===== src/rtl/fifo_uart_pkg.sv =====
// fifo_uart_pkg: shared state encoding, default baud divisor and counter sizing for the FIFO UART transmitter.
package fifo_uart_pkg;
    typedef enum logic [2:0] {IDLE, FETCH, START, DATA, STOP} state_t;
    localparam int CLKS_DEFAULT = 434;
    function automatic int cnt_w(int n);
        return n < 2 ? 1 : $clog2(n);
    endfunction
endpackage


===== src/rtl/baud_counter.sv =====
// baud_counter: free-running bit-period counter with registered terminal-count tick and a one-early flag.
module baud_counter
    import fifo_uart_pkg::*;
#(
    parameter int CLKS_PER_BIT = CLKS_DEFAULT
) (
    input  logic clk,
    input  logic reset,
    input  logic clear,
    output logic tick,
    output logic near
);
    localparam int W = cnt_w(CLKS_PER_BIT);
    logic [W-1:0] cnt;
    // near lets the parent register outputs that must line up with tick
    assign near = ~clear & (cnt == W'(CLKS_PER_BIT - 2));
    always_ff @(posedge clk or negedge reset)
        if (!reset) begin
            cnt  <= '0;
            tick <= 1'b0;
        end else begin
            cnt  <= (clear | tick) ? '0 : cnt + 1'b1;
            tick <= near;
        end
endmodule


===== src/rtl/fifo_uart_tx.sv =====
// fifo_uart_tx: pops words from a FIFO and sends each as an LSB-first start/data/stop serial frame.
module fifo_uart_tx
    import fifo_uart_pkg::*;
#(
    parameter int WIDTH        = 4,
    parameter int CLKS_PER_BIT = CLKS_DEFAULT
) (
    input  logic             clk,
    input  logic             reset,
    input  logic             en,
    input  logic             empty,
    input  logic [WIDTH-1:0] poppedValue,
    output logic             pop,
    output logic             tx,
    output logic             busy,
    output logic             done
);
    localparam int BW = cnt_w(WIDTH + 1);
    state_t           state;
    logic [WIDTH-1:0] shift;
    logic [BW-1:0]    bits;
    logic             tick;
    logic             near;
    assign pop = (state == IDLE) & en & ~empty;
    baud_counter #(.CLKS_PER_BIT(CLKS_PER_BIT)) u_baud (
        .clk   (clk),
        .reset (reset),
        .clear (state == IDLE || state == FETCH),
        .tick  (tick),
        .near  (near)
    );
    // tx is loaded with the level of the state being entered so it stays a clean flop output
    always_ff @(posedge clk or negedge reset)
        if (!reset) begin
            state <= IDLE;
            shift <= '0;
            bits  <= '0;
            tx    <= 1'b1;
            busy  <= 1'b0;
            done  <= 1'b0;
        end else begin
            done <= (state == STOP) & near;
            case (state)
                IDLE:  if (pop) begin
                    state <= FETCH;
                    busy  <= 1'b1;
                end
                FETCH: begin
                    shift <= poppedValue;
                    state <= START;
                    tx    <= 1'b0;
                end
                START: if (tick) begin
                    state <= DATA;
                    bits  <= '0;
                    tx    <= shift[0];
                end
                DATA:  if (tick) begin
                    shift <= shift >> 1;
                    bits  <= bits + 1'b1;
                    state <= (bits == BW'(WIDTH - 1)) ? STOP : DATA;
                    tx    <= (bits == BW'(WIDTH - 1)) ? 1'b1 : shift[1];
                end
                STOP:  if (tick) begin
                    state <= IDLE;
                    busy  <= 1'b0;
                end
                default: state <= IDLE;
            endcase
        end
endmodule


===== config.mk =====
export PLATFORM = sky130hd
export DESIGN_NAME = fifo_uart_tx
export DESIGN_NICKNAME = d
export VERILOG_FILES = /design/src/rtl/fifo_uart_pkg.sv /design/src/rtl/baud_counter.sv /design/src/rtl/fifo_uart_tx.sv
export SDC_FILE = /design/constraint.sdc
export NUM_CORES = 1
export LEC_CHECK = 0
export CORE_MARGIN = 3
export CORE_UTILIZATION = 54
export DETAILED_ROUTE_END_ITERATION = 10
export PLACE_DENSITY = 0.77
export SLEW_MARGIN = 20
export SYNTH_ARGS = -nofsm -noshare
export SYNTH_HDL_FRONTEND = slang
export SYNTH_SLANG_ARGS = --single-unit
export TNS_END_PERCENT = 20

===== constraint.sdc =====
create_clock -name clk -period 1.5 [get_ports clk]
set_input_delay 0.3 -clock clk [delete_from_list [all_inputs] [get_ports clk]]
set_output_delay 0.3 -clock clk [all_outputs]
set_load 0.05 [all_outputs]

==> Flow_metrics.wiki <==
{| class="wikitable"
! Metric !! Value
|-
| Switching portion of total power || 0.200
|-
| Mapped Avg Cell Area || 10.1 um^2
|-
| Port Buffers || 11
|-
| Register-to-register setup slack || 0.10 ns
|-
| Number of enable-type register cells in the synthesized netlist || 0
|-
| Final RePlAce weighted congestion || 0.767
|-
| Power Dens Cells || 645 mW/mm^2
|-
| Total clock buffers created by CTS || 3
|-
| Global routing usage summed across all routing layers || 0.188
|-
| Antenna viol nets, final || 0
|-
| Final period util || 0.986
|-
| Area growth, synth to finish || 25.1%
|-
| Minimum hold slack || 0.331 ns
|-
| Setup repair after global routing missed its margin || yes
|-
| Crit Path Max Fanout || 2
|-
| Worst Tran Pin Value || 0.281 ns
|-
| Launching element of the worst setup path || state[1]$_DFFE_PN0P_
|-
| Most frequent cells in the layout || 21 x sky130_fd_sc_hd__dfrtp_1, 12 x sky130_fd_sc_hd__buf_4, 11 x sky130_fd_sc_hd__o21ai_0
|-
| Most frequent standard cell in the layout excluding fill and tap cells || sky130_fd_sc_hd__dfrtp_1
|-
| Number of buffers on the longest clock path || 2
|-
| Die height || 52.2 um
|-
| Internal portion of total power || 744 uW
|-
| CP top delay family || flip-flops
|-
| Post-detailed-placement half-perimeter wirelength || 1520 um
|-
| Max Freq || 676 MHz
|-
| Clock Pin Slew Worst Setup and Hold Paths || 0.12 ns
|-
| Die outline width || 52.2 um
|-
| Power dissipated by switching net loads || 186 uW
|-
| H-tree levels || 1
|-
| Antenna violations before repair || 0
|-
| Number of buffers inserted for hold repair after clock tree synthesis || 0
|-
| Core box area || 0.00198 mm^2
|-
| Cells on worst reg2reg path || 4
|-
| Termination of the worst setup path || pop
|-
| Root Buffer || sky130_fd_sc_hd__clkbuf_4
|-
| DR DRC count || 0
|-
| Count of final hold-check violations || 0
|-
| Number of buffers and inverters on the critical path || 1
|-
| Netlist Area Pre-Place || 0.00115 mm^2
|-
| Clock tree from TritonCTS || done
|-
| Pin count of the biggest net entering global routing || 24
|-
| Number of standard-cell rows in the floorplan || 16
|-
| Starting DRC count in detailed routing || 22
|-
| R2R Path Start || state[1]$_DFFE_PN0P_
|-
| Reg-to-reg critical path endpoint || done$_DFF_PN0_
|-
| Final WS setup || 0.0213 ns
|-
| Final routed wire length divided by cell count || 12.8 um
|-
| Sequential share of power || 0.669
|-
| Global-route wire length before repair || 3840 um
|-
| Pre-Repair DR Iteration Count || 4
|-
| Ratio of routed vias to standard cells || 5.53
|-
| Final count of pins violating max slew || 0
|-
| Vias in the first global route || 897
|-
| Slowest cell delay on critical path || 0.43 ns
|-
| Antenna diodes || 0
|-
| Result of the run || complete, no violations
|-
| CP arrival || 1.18 ns
|-
| Clock latency of the later-clocked register in the worst-skew pair || 0.30 ns
|-
| Top-Level Pins || 12
|-
| CP cell instances || nor2_4 -> and3_4 -> buf_12
|-
| Total number of cells along the worst setup path || 3
|-
| Number of endpoints failing setup at the final stage || 0
|-
| Setup slack at placement || -0.0133 ns
|-
| Minimum clock period || 1.48 ns
|-
| Power share of the combinational group || 0.036
|-
| Cell count after synthesis || 114
|-
| Routed via count || 907
|-
| Peak supply drop || 0.000451 V
|-
| CP Data Required Time || 1.20 ns
|-
| Leakage dissipation || 0.616 nW
|-
| Post-synthesis register bit count || 23
|-
| Post-synth net total || 126
|-
| Share of post-route cells with drive strength above 1 || 0.219
|-
| Most used flip-flop cell after synthesis || sky130_fd_sc_hd__dfrtp_1
|-
| Async S/R FF share, synth || 1.00
|-
| Normalized max-slew margin || 0.812
|-
| Sequential element share of the synthesized area || 0.501
|-
| YS warnings || 0
|-
| Number of nets in the layout || 150
|-
| Drt total wl || 2100 um
|-
| Post-synthesis cell type count || 38
|-
| Clk_skew || 0.00329 ns
|-
| Sinks on Clock Net || 23
|-
| Slowest cell on the critical path || sky130_fd_sc_hd__dfrtp_1
|-
| Initial cell density of the core || 0.581
|-
| Total congestion overflow || 0
|-
| Worst setup path category || reg -> out
|-
| Part of the total power dissipated in the clock network || 0.295
|-
| Overall die area || 0.00272 mm^2
|-
| Endpoint type of the worst setup path || output pin
|-
| Kind of start point of the critical path || flop
|-
| Number of violations of the max-capacitance limit || 0
|-
| Worst hold path class || in -> async
|}
## per-layer routing
layer	share of wire	track usage
met5	0	0
met4	0.013	0.0723
met3	0.032	0.0342
met2	0.48	0.312
met1	0.48	0.244
## registers in the layout, indices dropped and copies added, names as in the netlist
| signal | flops |
|---|---|
| u_baud.cnt | 9 |
| state | 3 |
| tx | 1 |
| bits | 3 |
| busy | 1 |
| u_baud.tick | 1 |
| shift | 4 |
| done | 1 |
## cells by family (layout without fill, tap and decap cells)
| kind of cell | Yosys count | in the layout | synth area share |
|---|---|---|---|
| AO/OA/AOI/OAI | 27 | 27 | 0.162 |
| XOR/XNOR | 3 | 3 | 0.0228 |
| adder cells (fa/ha/maj) | 4 | 4 | 0.0434 |
| buffers and inverters | 11 | 34 | 0.0445 |
| flip-flops | 23 | 23 | 0.501 |
| AND/OR/NAND/NOR | 46 | 46 | 0.227 |
## layout make-up
type | instances | area [um^2]
inverter | 7 | 26.3
tap | 27 | 33.8
timing repair buffer | 23 | 240
multi-input combinational | 80 | 537
fill | 139 | 541
sequential | 23 | 578
clock buffer | 4 | 26.3
## stage by stage
step	area [um^2]	power, mW	std cells	setup TNS, ns	utilization
floorplan	1150	0.636	114	0	-
global placement	1360	0.668	155	0	0.688
detailed placement	1360	0.668	155	-0.0133	0.688
CTS	1440	0.944	164	-0.00282	0.726
global route	1440	0.974	164	-0.0306	0.727
finish	1440	0.930	164	0	0.727
## worst min path at each step
stage / slack, ns / startpoint / endpoint / cells after the start
2_1_floorplan: 0.004 / reset / bits[0]$_DFFE_PN0P_ / 0
4_1_cts: 0.34 / reset / shift[2]$_DFFE_PN0P_ / 2
5_1_grt: 0.33 / reset / busy$_DFFE_PN0P_ / 2
6_report: 0.33 / reset / busy$_DFFE_PN0P_ / 2
3_3_place_gp: 0.46 / bits[2]$_DFFE_PN0P_ / bits[2]$_DFFE_PN0P_ / 2
3_5_place_dp: 0.47 / bits[2]$_DFFE_PN0P_ / bits[2]$_DFFE_PN0P_ / 2
## timing repair
action / CTS / global route
endpoints found under the setup margin: 1 / 5
gates resized for setup: 4 / 1
pin swaps: 2 / 2
buffers inserted: 5 / 0
## synth_stat cells (2+ instances only)
| cell type | count | area, um^2 |
|---|---|---|
| sky130_fd_sc_hd__a21oi_1 | 3 | 15.0 |
| sky130_fd_sc_hd__nor2b_1 | 2 | 12.5 |
| sky130_fd_sc_hd__buf_2 | 2 | 10.0 |
| sky130_fd_sc_hd__nand4_1 | 2 | 12.5 |
| sky130_fd_sc_hd__ha_1 | 4 | 50.1 |
| sky130_fd_sc_hd__nor2_1 | 9 | 33.8 |
| sky130_fd_sc_hd__xnor2_1 | 2 | 17.5 |
| sky130_fd_sc_hd__o21ai_0 | 11 | 55.1 |
| sky130_fd_sc_hd__dfrtp_1 | 22 | 551 |
| sky130_fd_sc_hd__nand2b_1 | 3 | 18.8 |
| sky130_fd_sc_hd__o221a_2 | 3 | 33.8 |
| sky130_fd_sc_hd__inv_1 | 7 | 26.3 |
| sky130_fd_sc_hd__nand3_1 | 5 | 25.0 |
| sky130_fd_sc_hd__o21bai_1 | 2 | 15.0 |
| sky130_fd_sc_hd__nor4bb_1 | 3 | 30.0 |
| sky130_fd_sc_hd__or3_1 | 4 | 25.0 |
| sky130_fd_sc_hd__nand2_1 | 9 | 33.8 |
## power by group through the flow
stage                     Sequential, mW  Clock (mW)  Combinational (mW)
after CTS                          0.622       0.287              0.0348
final                              0.622       0.274              0.0335
after floorplan                    0.634           0             0.00164
after global routing               0.622       0.314              0.0376
after detailed placement           0.634           0              0.0343
after global placement             0.634           0              0.0338
Note: power is estimated with default switching activity, not from simulation.
==> variant, RTL diff (config.mk and constraints unchanged) <==
Change the package constant `CLKS_DEFAULT` from 434 to 868.
--- a/src/rtl/fifo_uart_pkg.sv
+++ b/src/rtl/fifo_uart_pkg.sv
@@ -2,5 +2,5 @@
 package fifo_uart_pkg;
     typedef enum logic [2:0] {IDLE, FETCH, START, DATA, STOP} state_t;
-    localparam int CLKS_DEFAULT = 434;
+    localparam int CLKS_DEFAULT = 868;
     function automatic int cnt_w(int n);
         return n < 2 ? 1 : $clog2(n);
Formal check against the unedited RTL: no difference found for any inputs over 10 cycles, from zero or initial values and one cycle with reset low; that may be too few to reach the edited logic, so the function may still have changed.
==> variant against the original RTL <==
  * The run now ends with negative setup slack left
  * Synthesized area is 3.9% higher
  * Sequential cell count increased by 1
  * Synthesized cell count grew 5.3%
  * Non-clock buffer count is 3 lower
  * Register-to-register slack worse by 80 ps
  * Worst setup slack worse by 180 ps
  * Design area increased by 6.3%
  * First-iteration DRC count decreased by 27%
  * Routed wire length is 21% higher
  * Die area increased by 3.5%
  * Maximum frequency down 11%
Power is not compared: it rests on default switching activity, and its combinational part moved more than twofold at a synthesized area within 25%.
==> variant: results (changes against the original RTL) <==
fill_cells: 143  # +2.9%
fin_tns_setup_ps: -160  # -160 ps
drt_pass1_iterations: 4  # unchanged
place_area_um2: 1440  # +5.2%
num-nets-final: 153  # +2.0%
setup_ws_ps: -160  # -181 ps
synthDistinctLibCells: 35  # -7.9%
clockRootBuffer: "clkbuf_4"
synth_commonest_cells: "dfrtp_1 (23), nor2_1 (12), o21ai_0 (10)"
yosys-top-cells-area: "dfrtp_1 (48%), ha_1 (4.2%), o21ai_0 (4.2%)"
slowest_stage: "dfrtp_2"
track_usage: 0.216  # +0.0275
drt-total-wl_um: 2550  # +21%
worst_pin_slew_ps: 374  # +92.1 ps
clock_skew_ps: 8.10  # +4.81 ps
gp_congestion: 0.788  # +2.7%
crit_arrival_ps: 1360  # +180 ps
violations: "negative setup slack"
vias_per_cell: 5.92  # +7.0%
postSynthCellCount: 120  # +5.3%
grt_pass1_vias: 961  # +7.1%
top_regs: "u_baud.cnt: 10 flops, shift: 4 flops"
synth-seq-cells: 24  # +4.3%
drive_gt1_frac: 0.221  # +0.00245
drt_iter0_drc: 16  # -27%
clk_pin_slew_ps: 140  # +20 ps
outcome: "complete, but fails checks"
async_flop_share: 1.00  # unchanged
worst_path_largest_cell_delay_ps: 450  # +20 ps
num_vias: 988  # +8.9%
setup_viol: 1  # +1
multi_input_area_um2: 601  # +12%
grt_pass1_wl_um: 4330  # +13%
grt_max_degree: 25  # +4.2%
syn-num-nets: 132  # +4.8%
dp_cells: 161  # +3.9%
yosysWarnings: 0  # unchanged
yosysSeqAreaShare: 0.503  # +0.00207
preCtsSetupSlack_ps: -211  # -198 ps
dp_hpwl_um: 1700  # +12%
clockBufferDepth: 2  # unchanged
==> variant: metal layers <==
layer  up-vias  GRT usage  routed length [um]
li1        477          -                   -
met1       481      0.266                1150
met2        24      0.368                1230
met3         6     0.0394                 122
met4         0     0.0894                  48
met5         -          0                   0
==> variant: worst paths after layout <==
kind                                         startpoint                       to  slack [ps]  cells past startpoint
worst max-delay path               state[0]$_DFFE_PN0P_                      pop        -160                      3
worst min-delay path                              reset  u_baud.cnt[7]$_DFF_PN0_         330                      2
worst max register to register  u_baud.cnt[0]$_DFF_PN0_           done$_DFF_PN0_          20                      5
worst min register to register      bits[2]$_DFFE_PN0P_      bits[2]$_DFFE_PN0P_         500                      2
max in group asynchronous                         reset           tx$_DFFE_PN1P_         890                      2
min in group clk                                  empty         busy$_DFFE_PN0P_         460                      4
==> variant: logic make-up after synthesis <==
group | after synthesis | share of synthesized area
AO/OA/AOI/OAI | 28 | 0.157
flip-flops | 24 | 0.503
buffers and inverters | 10 | 0.0313
AND/OR/NAND/NOR | 50 | 0.236
multiplexers | 1 | 0.00940
adder cells (fa/ha/maj) | 4 | 0.0418
XOR/XNOR | 3 | 0.0219
==> variant: cell type report <==
type | instances | share of cell area
Sequential cell | 24 | 0.394
Multi-Input combinational cell | 86 | 0.392
Timing Repair Buffer | 20 | 0.143
Tap cell | 27 | 0.0220
Clock inverter | 1 | 0.0196
Clock buffer | 3 | 0.0147
Inverter | 6 | 0.0147
==> variant: timing repair <==
item                       in CTS  in global routing
pin swaps                       1                  3
gates resized for setup         4                  5
setup endpoints to repair       2                  6
setup buffers                   2                  0
==> variant: report_power, final <==
part	internal [mW]	switching, mW
registers	0.762	0.166
logic	0.245	0.237
clock network	0.270	0.199
